File: config.mk
export PLATFORM = sky130hd
export DESIGN_NAME = hazard_ctrl
export DESIGN_NICKNAME = d
export VERILOG_FILES = /design/src/rtl/hazard_pkg.sv /design/src/rtl/hazard_sat_cnt.sv /design/src/rtl/hazard_ctrl.sv
export SDC_FILE = /design/constraint.sdc
export NUM_CORES = 1
export LEC_CHECK = 0
export CAP_MARGIN = 20
export CORE_ASPECT_RATIO = 1.5
export CORE_UTILIZATION = 25
export CTS_BUF_LIST = sky130_fd_sc_hd__clkbuf_4
export CTS_CLUSTER_SIZE = 16
export DETAILED_ROUTE_END_ITERATION = 8
export HOLD_SLACK_MARGIN = 0.12
export PLACE_DENSITY = 0.67
export SLEW_MARGIN = 20
export SYNTH_ARGS = -nofsm -noshare
export SYNTH_HDL_FRONTEND = slang
export SYNTH_HIERARCHICAL = 1
export SYNTH_SLANG_ARGS = --single-unit
File: constraint.sdc
create_clock -name clk -period 2.1 [get_ports clk]
set_clock_uncertainty 0.15 [all_clocks]
set_input_delay 0.42 -clock clk [delete_from_list [all_inputs] [get_ports clk]]
set_output_delay 0.42 -clock clk [all_outputs]
set_load 0.005 [all_outputs]
File: src/rtl/hazard_pkg.sv
// hazard_pkg: shared state encoding, widths and pipeline-control patterns for hazard_ctrl.
package hazard_pkg;
   typedef enum logic [1:0] {
      RUN      = 2'd0,
      LU_STALL = 2'd1,
      MEM_WAIT = 2'd2
   } state_e;

   localparam int         PERF_CNT_W = 16;
   localparam logic [4:0] X0_ADDR    = 5'd0;

   // Bit order: {pc, if_id, id_ex, ex_mem, mem_wb writes, if_id_flush, id_ex_flush}
   localparam logic [6:0] CTL_RUN    = 7'b1111100;
   localparam logic [6:0] CTL_FREEZE = 7'b0000000;
   localparam logic [6:0] CTL_FLUSH  = 7'b1111111;
   localparam logic [6:0] CTL_BUBBLE = 7'b0011101;
endpackage

File: src/rtl/hazard_sat_cnt.sv
// hazard_sat_cnt: saturating up-counter with enable and asynchronous active-low clear.
module hazard_sat_cnt #(
   parameter int W = 16
) (
   input  logic         clk,
   input  logic         arst_n,
   input  logic         en_i,
   output logic [W-1:0] cnt_o
);
   logic [W-1:0] cnt_q;

   always_ff @(posedge clk or negedge arst_n)
      if (!arst_n) cnt_q <= '0;
      else if (en_i && !(&cnt_q)) cnt_q <= cnt_q + 1'b1;

   assign cnt_o = cnt_q;
endmodule

File: src/rtl/hazard_ctrl.sv
// hazard_ctrl: load-use stall, branch flush and data-memory wait control with timeout watchdog.
// Performance counters are built only when HAZARD_PERF_EN is defined.
module hazard_ctrl
   import hazard_pkg::*;
#(
   parameter int MAX_MEM_WAIT = 64,
   parameter int WAIT_CNT_W   = 7
) (
   input  logic                  clk,
   input  logic                  arst_n,
   input  logic [4:0]            rs1_id,
   input  logic [4:0]            rs2_id,
   input  logic                  rs1_used_id,
   input  logic                  rs2_used_id,
   input  logic [4:0]            rd_ex,
   input  logic                  mem_read_ex,
   input  logic                  branch_taken_ex,
   input  logic                  mem_req_mem,
   input  logic                  dmem_ready,
   output logic                  pc_write,
   output logic                  if_id_write,
   output logic                  id_ex_write,
   output logic                  ex_mem_write,
   output logic                  mem_wb_write,
   output logic                  if_id_flush,
   output logic                  id_ex_flush,
   output logic                  mem_timeout,
   output logic [PERF_CNT_W-1:0] stall_cycles,
   output logic [PERF_CNT_W-1:0] flush_count,
   output logic [PERF_CNT_W-1:0] mem_wait_cycles
);
   state_e                state_q, state_d;
   logic [WAIT_CNT_W-1:0] wait_cnt_q, wait_cnt_d;
   logic                  timeout_q, timeout_d;
   logic                  lu, mw;
   logic [6:0]            ctl;

   assign lu = mem_read_ex && rd_ex != X0_ADDR &&
               ((rs1_used_id && rs1_id == rd_ex) || (rs2_used_id && rs2_id == rd_ex));
   assign mw = mem_req_mem && !dmem_ready;

   // A frozen pipeline keeps branch/lu inputs stable, so release reuses the RUN decision.
   always_comb begin
      ctl        = CTL_RUN;
      state_d    = RUN;
      wait_cnt_d = '0;
      timeout_d  = timeout_q | (state_q == MEM_WAIT && wait_cnt_q >= WAIT_CNT_W'(MAX_MEM_WAIT));
      if (mw) begin
         ctl        = CTL_FREEZE;
         state_d    = MEM_WAIT;
         wait_cnt_d = state_q != MEM_WAIT ? WAIT_CNT_W'(1) :
                      &wait_cnt_q ? wait_cnt_q : wait_cnt_q + 1'b1;
      end else if (branch_taken_ex) begin
         ctl = CTL_FLUSH;
      end else if (lu && state_q != LU_STALL) begin
         ctl     = CTL_BUBBLE;
         state_d = LU_STALL;
      end
   end

   always_ff @(posedge clk or negedge arst_n)
      if (!arst_n) begin
         state_q    <= RUN;
         wait_cnt_q <= '0;
         timeout_q  <= 1'b0;
      end else begin
         state_q    <= state_d;
         wait_cnt_q <= wait_cnt_d;
         timeout_q  <= timeout_d;
      end

   assign {pc_write, if_id_write, id_ex_write, ex_mem_write, mem_wb_write,
           if_id_flush, id_ex_flush} = arst_n ? ctl : CTL_FREEZE;
   assign mem_timeout = timeout_q;

`ifdef HAZARD_PERF_EN
   hazard_sat_cnt #(.W(PERF_CNT_W)) u_stall_cnt (
      .clk(clk), .arst_n(arst_n), .en_i(!pc_write), .cnt_o(stall_cycles));
   hazard_sat_cnt #(.W(PERF_CNT_W)) u_flush_cnt (
      .clk(clk), .arst_n(arst_n), .en_i(if_id_flush), .cnt_o(flush_count));
   hazard_sat_cnt #(.W(PERF_CNT_W)) u_wait_cnt (
      .clk(clk), .arst_n(arst_n), .en_i(state_q == MEM_WAIT), .cnt_o(mem_wait_cycles));
`else
   assign stall_cycles    = '0;
   assign flush_count     = '0;
   assign mem_wait_cycles = '0;
`endif
endmodule

==> results.sh, run 1 <==
export IMPL_arrival_ns=1.61
export IMPL_ys_warn_count=6
export IMPL_report_final_slew_viol_count=0
export IMPL_dr_pass1_iters=4
export IMPL_syn_inst=110
export IMPL_die_x_um=53.11
export IMPL_placed_cell_area_um2=1172
export IMPL_initial_core_util_pct=26.36
export IMPL_min_period_ns=2.180
export IMPL_vias=747
export IMPL_cts_root_buf="clkbuf_4"
export IMPL_yosysUniqueCellTypes=27
export IMPL_end_kind="output port"
export IMPL_setup_violations=3
export IMPL_clock_sinks=10
export IMPL_routed_wl_mm=1.797
export IMPL_fin_crit_sh_pct=103.8
export IMPL_reg2reg_setup_slack_ns=0.34
export IMPL_critPathKind="input port to output port"
export IMPL_port_buffers=30
export IMPL_finalHoldViolCount=0
export IMPL_place_gp_congestion=0.8039
export IMPL_hold_worst_slack_ns=0.3073
export IMPL_final_area_um2=1257
export IMPL_worstHoldStart="mem_timeout"
export IMPL_path_clk_slew_ns=0.06
export IMPL_antenna_found_initial=0
export IMPL_violations="negative setup slack"
export IMPL_synth_seq_cells=10
export IMPL_p_per_area_nw_per_um2=375.8
export IMPL_wl_per_cell_um=9.263
export IMPL_syn_area_per_cell_um2=8.906
export IMPL_power_static_leakage_uw=0.0006784
export IMPL_layout_setup_ws_ns=-0.08000
export IMPL_holdPathStages=1
export IMPL_cp_required_ns=1.53
export IMPL_ios=79
export IMPL_vias_per_cell=3.851
export IMPL_cp_startpoint="rd_ex[3]"
export IMPL_drtIter0Drc=5
export IMPL_core_area_um2=3716
export IMPL_overflow=0
export IMPL_layout_area_overhead_vs_synth_pct=28.35
export IMPL_fin_nets=176
export IMPL_htree_num_levels=1
export IMPL_rsz0062_at_grt="yes"
export IMPL_cts_tree="built"
export IMPL_dp_hpwl_mm=1.446
export IMPL_r2r_cells=5
export IMPL_route_detailed_drc=0
export IMPL_outcome="finished, violations left"
export IMPL_worstPathMaxFanout=3
export IMPL_grt_pass1_wl_mm=2.642
export IMPL_die_area_um2=4178
export IMPL_num_rows=27
export IMPL_startpoint_type="input port"
export IMPL_max_cap_violations=0
export IMPL_rr_startpoint="wait_cnt_q[0]"
export IMPL_grt_usage_pct=8.804
export IMPL_dp_slack_ns=-0.8278
export IMPL_ir_drop_mv=0.1371
export IMPL_ant_nets=0
export IMPL_antenna_cells=0
export IMPL_die_h_um=78.67
export IMPL_cts_path_max_buffers=2
export IMPL_syn_area_um2=979.7
export IMPL_cts_buffers=3
export IMPL_min_path_type="register to register"
export IMPL_grt_max_degree=9
export IMPL_drive_above_1_share_pct=25.83
export IMPL_grt_pass1_vias=629
export IMPL_synth_seq_area_share_pct=25.54
export IMPL_power_total_uw=472.6
export IMPL_clock_latency_ns=0.27
export IMPL_max_freq_ghz=0.4587
## state kept, by name (all words and copies together) (netlist names)
register / cells
wait_cnt_q: 7
mem_timeout: 1
state_q: 2
## layout make-up
| class | count | area (µm²) |
|---|---|---|
| inverters | 4 | 15.01 |
| repair buffers | 41 | 346.6 |
| clock inverters | 1 | 3.754 |
| multi-input cells | 92 | 565.5 |
| flip-flops and latches | 10 | 250.2 |
| clock buffers | 3 | 22.52 |
| well taps | 43 | 53.80 |
| fillers | 393 | 2459 |
## critical path, cell delays in order
cell and delay (ns):
buf_6 0.10, or4_4 0.55, o221ai_4 0.16, o31a_1 0.19, buf_4 0.11, buf_6 0.08
## what timing repair did
action,in CTS,in global routing
buffers inserted,5,0
pin swaps,14,9
hold buffers,0,1
endpoints found under the setup margin,7,6
hold endpoints to repair,0,10
gates resized for setup,73,17
## synth_stat cells (all sizes together)
cell type  instances  area share (%)
dfrtp             10              26
nand2b             1            0.64
xnor2              3             2.7
o31a               1            0.89
mux2i              1             1.0
o31ai              1            0.77
nor2b              1            0.64
o221ai             1             1.5
nor4               3             2.6
nand4              1            0.64
xor2               9             8.0
a21o               1            0.77
and3               2             1.3
o211ai             3             2.3
nor2               2            0.77
conb               1            0.38
and2               1            0.64
a31oi              4             2.6
a32oi              1            0.89
nand2              2            0.77
a21oi              2             1.0
nand3              2             1.0
or4                1            0.77
inv                4             1.5
buf               51              39
ha                 1             1.3
## cell usage in the layout (no fill, tap or decap), types with 4 or more instances in the layout
master / netlist / layout
a31oi_1: 4 / 4
dfrtp_1: 10 / 10
buf_6: 0 / 4
buf_2: 0 / 7
clkdlybuf4s50_1: 0 / 6
buf_4: 51 / 11
conb_1: 1 / 48
xor2_1: 9 / 6
dlygate4sd2_1: 0 / 7
## metrics by stage
stage	TNS (ns)	instances	util (%)
floorplan	0	157	-
global route	-0.2940	194	33.84
detailed placement	-3.683	185	31.55
global placement	-3.652	185	31.55
finish	-0.1501	194	33.84
CTS	-0.2224	193	32.49
## per-layer routing
layer	routed length [µm]	up-vias	global-route usage [%]
li1	-	350	-
met1	575	337	7.774
met2	997	56	16.46
met3	185	4	1.938
met4	38	0	6.053
met5	0	-	0
## power by group
group	internal [µW]	leakage (µW)	switching, µW
registers	195	0.000138	2.52
logic	72.4	0.000525	68.2
clock network	68.7	0.0000154	65.8
total	336	0.000678	137
## path summary, 6_finish.rpt
check	endpoint
setup / recovery	if_id_write
hold / removal	mem_timeout
setup reg to reg	wait_cnt_q[0]
hold reg to reg	mem_timeout
max in group asynchronous	wait_cnt_q[0]
min in group asynchronous	state_q[1]
## kinds of logic (layout without fill, tap and decap cells)
kind of cell             Yosys count  in the layout  share of synthesized area (%)
buffers and inverters             55             49                          40.61
adder cells (fa/ha/maj)            1              1                          1.277
multiplexers                       1              1                          1.022
AND/OR/NAND/NOR                   16             16                          9.708
XOR/XNOR                          12             12                          10.73
other                              1             48                         0.3828
flip-flops                        10             10                          25.54
AO/OA/AOI/OAI                     14             14                          10.73
Power figures use the tool's default switching activity.
==> run 2: changes to the inputs <==
--- a/config.mk
+++ b/config.mk
@@ -7,12 +7,13 @@
 export LEC_CHECK = 0
 export CAP_MARGIN = 20
 export CORE_ASPECT_RATIO = 1.5
+export CORE_MARGIN = 10
 export CORE_UTILIZATION = 25
 export CTS_BUF_LIST = sky130_fd_sc_hd__clkbuf_4
 export CTS_CLUSTER_SIZE = 16
 export DETAILED_ROUTE_END_ITERATION = 8
 export HOLD_SLACK_MARGIN = 0.12
-export PLACE_DENSITY = 0.67
+export PLACE_DENSITY = 0.72
 export SLEW_MARGIN = 20
 export SYNTH_ARGS = -nofsm -noshare
 export SYNTH_HDL_FRONTEND = slang
==> constraint.sdc (replaced) <==
create_clock -name clk -period 2.51 [get_ports clk]
set_clock_uncertainty 0.15 [all_clocks]
set_input_delay 0.502 -clock clk [delete_from_list [all_inputs] [get_ports clk]]
set_output_delay 0.502 -clock clk [all_outputs]
set_load 0.005 [all_outputs]
==> results.sh, run 2 (synthesized netlist as in run 1, its figures left out) <==
export IMPL_cts_buffers=3
export IMPL_initial_core_util_pct=26.36
export IMPL_cp_required_ns=1.86
export IMPL_hold_worst_slack_ns=0.3073
export IMPL_cts_tree="built"
export IMPL_num_rows=27
export IMPL_startpoint_type="input port"
export IMPL_multi_input_area_um2=531.8
export IMPL_dr_pass1_iters=4
export IMPL_p_comb_share_pct=30.3
export IMPL_grt_pass1_wl_mm=3.939
export IMPL_report_final_slew_viol_count=0
export IMPL_seq_area_um2=250.2
export IMPL_clock_latency_ns=0.26
export IMPL_fin_nets=176
export IMPL_ios=79
export IMPL_die_h_um=96.67
export IMPL_vias_per_cell=3.839
export IMPL_ant_nets=0
export IMPL_fin_crit_sh_pct=97.66
export IMPL_final_common_cell="conb_1"
export IMPL_power_static_leakage_uw=0.0006532
export IMPL_clock_sinks=10
export IMPL_core_area_um2=3716
export IMPL_min_path_type="register to register"
export IMPL_switching_share_pct=28.43
export IMPL_dp_hpwl_mm=2.119
export IMPL_max_cap_violations=0
export IMPL_place_gp_congestion=0.8084
export IMPL_setup_violations=0
export IMPL_regMostFlops="wait_cnt_q"
export IMPL_min_period_ns=2.451
export IMPL_layout_area_overhead_vs_synth_pct=24.90
export IMPL_dp_slack_ns=-0.6430
export IMPL_vias=741
export IMPL_grt_max_degree=11
export IMPL_arrival_ns=1.80
export IMPL_end_kind="output port"
export IMPL_p_sw_uw=109.7
export IMPL_p_per_area_nw_per_um2=315.4
export IMPL_antenna_cells=0
export IMPL_cts_path_max_buffers=2
export IMPL_use_met2_pct=10.87
export IMPL_critPathKind="input port to output port"
export IMPL_route_detailed_drc=0
export IMPL_power_internal_uw=276.3
export IMPL_outcome="completed"
export IMPL_ir_drop_mv=0.1940
export IMPL_pwr_share_clk_pct=27.0
export IMPL_wl_per_cell_um=12.59
export IMPL_power_frac_seq_pct=42.7
export IMPL_die_x_um=71.11
export IMPL_drive_above_1_share_pct=19.33
export IMPL_die_area_um2=6874
export IMPL_overflow=0
export IMPL_place_inst=186
export IMPL_fill_cells=390
export IMPL_finalHoldViolCount=0
export IMPL_max_freq_ghz=0.4080
export IMPL_cp_startpoint="rd_ex[2]"
export IMPL_busiest_layer="met2"
export IMPL_stdcell_count=193
export IMPL_use_met1_pct=7.270
export IMPL_grt_pass1_vias=808
export IMPL_largest_register_ffs=7
export IMPL_cts_root_buf="clkbuf_4"
export IMPL_htree_num_levels=1
export IMPL_layout_common_cells="48 x conb_1, 10 x clkdlybuf4s50_1, 10 x dfrtp_1, 10 x buf_4"
export IMPL_rr_startpoint="wait_cnt_q[0]"
export IMPL_worstPathMaxFanout=3
export IMPL_port_buffers=30
export IMPL_path_clk_slew_ns=0.06
export IMPL_routed_wl_mm=2.429
export IMPL_met3_usage_pct=4.082
export IMPL_grt_usage_pct=6.769
export IMPL_worstHoldStart="mem_timeout"
export IMPL_layout_setup_ws_ns=0.05872
export IMPL_antenna_found_initial=0
export IMPL_reg2reg_setup_slack_ns=0.80
export IMPL_drtIter0Drc=30
[run 2: critical path: stages]
cell             delay, ns
clkdlybuf4s15_2       0.21
or4_4                 0.52
o221ai_2              0.19
o31a_1                0.18
buf_4                 0.11
buf_6                 0.09
[run 2: final timing paths]
path	cells past startpoint	end
setup / recovery	6	if_id_write
hold / removal	1	mem_timeout
setup reg to reg	5	wait_cnt_q[0]
hold reg to reg	1	mem_timeout
max in group asynchronous	2	wait_cnt_q[2]
min in group asynchronous	2	wait_cnt_q[1]
[run 2: area by class of cell]
class / instances / share of cell area (%)
Timing Repair Buffer: 41 / 28.63
Tap cell: 43 / 4.397
Clock buffer: 3 / 1.840
Inverter: 4 / 1.227
Multi-Input combinational cell: 92 / 43.46
Sequential cell: 10 / 20.45
[run 2: layer usage]
| metal | vias up | share of wire [%] |
|---|---|---|
| met5 | - | 0 |
| met4 | 0 | 0.37 |
| met3 | 2 | 13 |
| met2 | 55 | 47 |
| met1 | 331 | 40 |
| li1 | 353 | - |
[run 2: power by group through the flow]
stage / clock (µW) / sequential, µW / combinational [µW]
3_3_place_gp: 0 / 168 / 114
2_1_floorplan: 0 / 167 / 102
5_1_grt: 119 / 165 / 133
4_1_cts: 109 / 165 / 111
3_5_place_dp: 0 / 168 / 115
6_report: 104 / 165 / 117
[run 2: what timing repair did]
item	in CTS	in global routing
hold buffers	0	0
gates resized for setup	42	11
setup buffers	3	1
pin swaps	11	8
setup endpoints to repair	6	3
[run 2: per-stage QoR]
stage | setup TNS, ns | total power (µW) | util (%) | area, µm²
floorplan | 0 | 269.4 | - | 1156
global placement | -1.940 | 281.8 | 31.75 | 1180
detailed placement | -2.016 | 282.9 | 31.75 | 1180
CTS | 0 | 384.5 | 32.66 | 1214
global route | -0.002212 | 417.3 | 32.93 | 1224
finish | 0 | 386.0 | 32.93 | 1224
==> run 3: changes to the inputs <==
--- a/config.mk
+++ b/config.mk
@@ -7,10 +7,9 @@
 export LEC_CHECK = 0
 export CAP_MARGIN = 20
 export CORE_ASPECT_RATIO = 1.5
-export CORE_MARGIN = 10
+export CORE_MARGIN = 2
 export CORE_UTILIZATION = 25
-export CTS_BUF_LIST = sky130_fd_sc_hd__clkbuf_4
-export CTS_CLUSTER_SIZE = 16
+export CTS_CLUSTER_SIZE = 28
 export DETAILED_ROUTE_END_ITERATION = 8
 export HOLD_SLACK_MARGIN = 0.12
 export PLACE_DENSITY = 0.72
==> results.sh, run 3 (synthesized netlist as in run 1, its figures left out) <==
export IMPL_end_kind="output port"
export IMPL_clock_sinks=10
export IMPL_power_static_leakage_uw=0.0006728
export IMPL_overflow=0
export IMPL_layout_area_overhead_vs_synth_pct=26.18
export IMPL_drive_above_1_share_pct=20.67
export IMPL_fin_nets=175
export IMPL_htree_num_levels=1
export IMPL_vias_per_cell=3.953
export IMPL_finalHoldViolCount=0
export IMPL_dp_hpwl_mm=1.539
export IMPL_ant_nets=0
export IMPL_cts_buffers=3
export IMPL_min_path_type="register to register"
export IMPL_slowest_stage="clkdlybuf4s50_1"
export IMPL_wl_per_cell_um=9.793
export IMPL_cts_root_buf="clkbuf_8"
export IMPL_route_detailed_drc=0
export IMPL_placed_cell_area_um2=1165
export IMPL_die_area_um2=4446
export IMPL_fin_crit_sh_pct=97.24
export IMPL_arrival_ns=1.79
export IMPL_grt_pass1_wl_mm=2.663
export IMPL_final_util_pct=33.27
export IMPL_regMostFlops="wait_cnt_q"
export IMPL_core_area_um2=3716
export IMPL_clock_latency_ns=0.24
export IMPL_setup_violations=0
export IMPL_grt_pass1_vias=622
export IMPL_max_cap_violations=0
export IMPL_critPathKind="input port to output port"
export IMPL_ios=79
export IMPL_final_area_um2=1236
export IMPL_p_per_area_nw_per_um2=388.4
export IMPL_cts_path_max_buffers=2
export IMPL_antenna_cells=0
export IMPL_max_stage_delay_ns=0.47
export IMPL_die_x_um=55.11
export IMPL_min_period_ns=2.441
export IMPL_largest_register_ffs=7
export IMPL_die_h_um=80.67
export IMPL_critical_path_buf_inv_count=3
export IMPL_worstPathMaxFanout=2
export IMPL_cp_required_ns=1.86
export IMPL_vias=763
export IMPL_num_rows=27
export IMPL_grt_max_degree=9
export IMPL_routed_wl_mm=1.890
export IMPL_antenna_found_initial=0
export IMPL_critical_path_top_delay_family="buffers and inverters"
export IMPL_final_common_cell="conb_1"
export IMPL_ir_drop_mv=0.1359
export IMPL_initial_core_util_pct=26.36
export IMPL_path_clk_slew_ns=0.05
export IMPL_power_total_uw=480.1
export IMPL_max_freq_ghz=0.4097
export IMPL_tns_ns=0
export IMPL_hold_worst_slack_ns=0.3125
export IMPL_dr_pass1_iters=4
export IMPL_outcome="completed"
export IMPL_critical_path_cell_chain="clkdlybuf4s50_1 -> xnor2_1 -> a32oi_1 -> buf_4 -> o31ai_1 -> buf_2"
export IMPL_port_buffers=30
export IMPL_report_final_slew_viol_count=0
export IMPL_drtIter0Drc=12
export IMPL_grt_usage_pct=8.578
export IMPL_place_gp_congestion=0.7971
export IMPL_startpoint_type="input port"
export IMPL_layout_common_cells="48 x conb_1, 10 x clkdlybuf4s50_1, 10 x dfrtp_1, 10 x buf_4, 9 x xor2_1"
export IMPL_cts_tree="built"
export IMPL_cts_hold_buf=0
export IMPL_rsz0062_at_grt="no"
==> run 3: cell types whose count changed in the layout (fill, tap and decap cells not counted), moves of 2 or more <==
cell             change
dlygate4sd2_1        -6
clkbuf_2             +3
clkdlybuf4s15_1      +2
clkbuf_4             -3
buf_6                -2
dlymetal6s2s_1       +2
clkbuf_8             +4
==> run 3: report_power, final <==
part	switching (µW)	leakage, µW	internal [µW]
sequential	2.09	0.000138	164
combinational	55.1	0.000506	56.0
clock	65.2	0.0000288	138
total	122	0.000673	358
==> run 3: layer usage <==
metal	track usage, %	part of all wire (%)	vias to the layer above
met4	5.122	2.0	0
met5	0	0	-
met3	2.045	14	3
met1	7.895	32	343
li1	-	-	352
met2	15.83	52	65
==> run 3: repair_timing <==
item,CTS,global route
gates cloned,0,0
setup buffers,3,2
pin swaps,8,8
resized for setup,44,16
endpoints found under the hold margin,0,0
setup endpoints to repair,6,5
==> run 3: area by class of cell <==
cell class / count / area, µm²
Clock buffer: 4 / 55.05
Fill cell: 383 / 2480
Inverter: 4 / 15.01
Multi-Input combinational cell: 92 / 533.0
Sequential cell: 10 / 250.2
Tap cell: 43 / 53.80
Timing Repair Buffer: 40 / 329.1
==> run 3: worst paths after layout <==
path,cells past startpoint,to,slack [ns],startpoint
max,6,id_ex_flush,0.07,rs1_id[0]
min,1,mem_timeout,0.31,mem_timeout
max reg2reg,5,wait_cnt_q[0],0.76,wait_cnt_q[0]
min reg2reg,1,mem_timeout,0.31,mem_timeout
max in group asynchronous,2,wait_cnt_q[5],1.54,arst_n
min in group asynchronous,2,state_q[0],0.51,arst_n
==> run 3: through the flow <==
stage / cells / setup slack (ns)
4_1_cts: 191 / 0.0001392
6_report: 193 / 0.06933
3_5_place_dp: 184 / -0.6216
3_3_place_gp: 184 / -0.6023
2_1_floorplan: 157 / 0.3551
5_1_grt: 193 / 0.001804
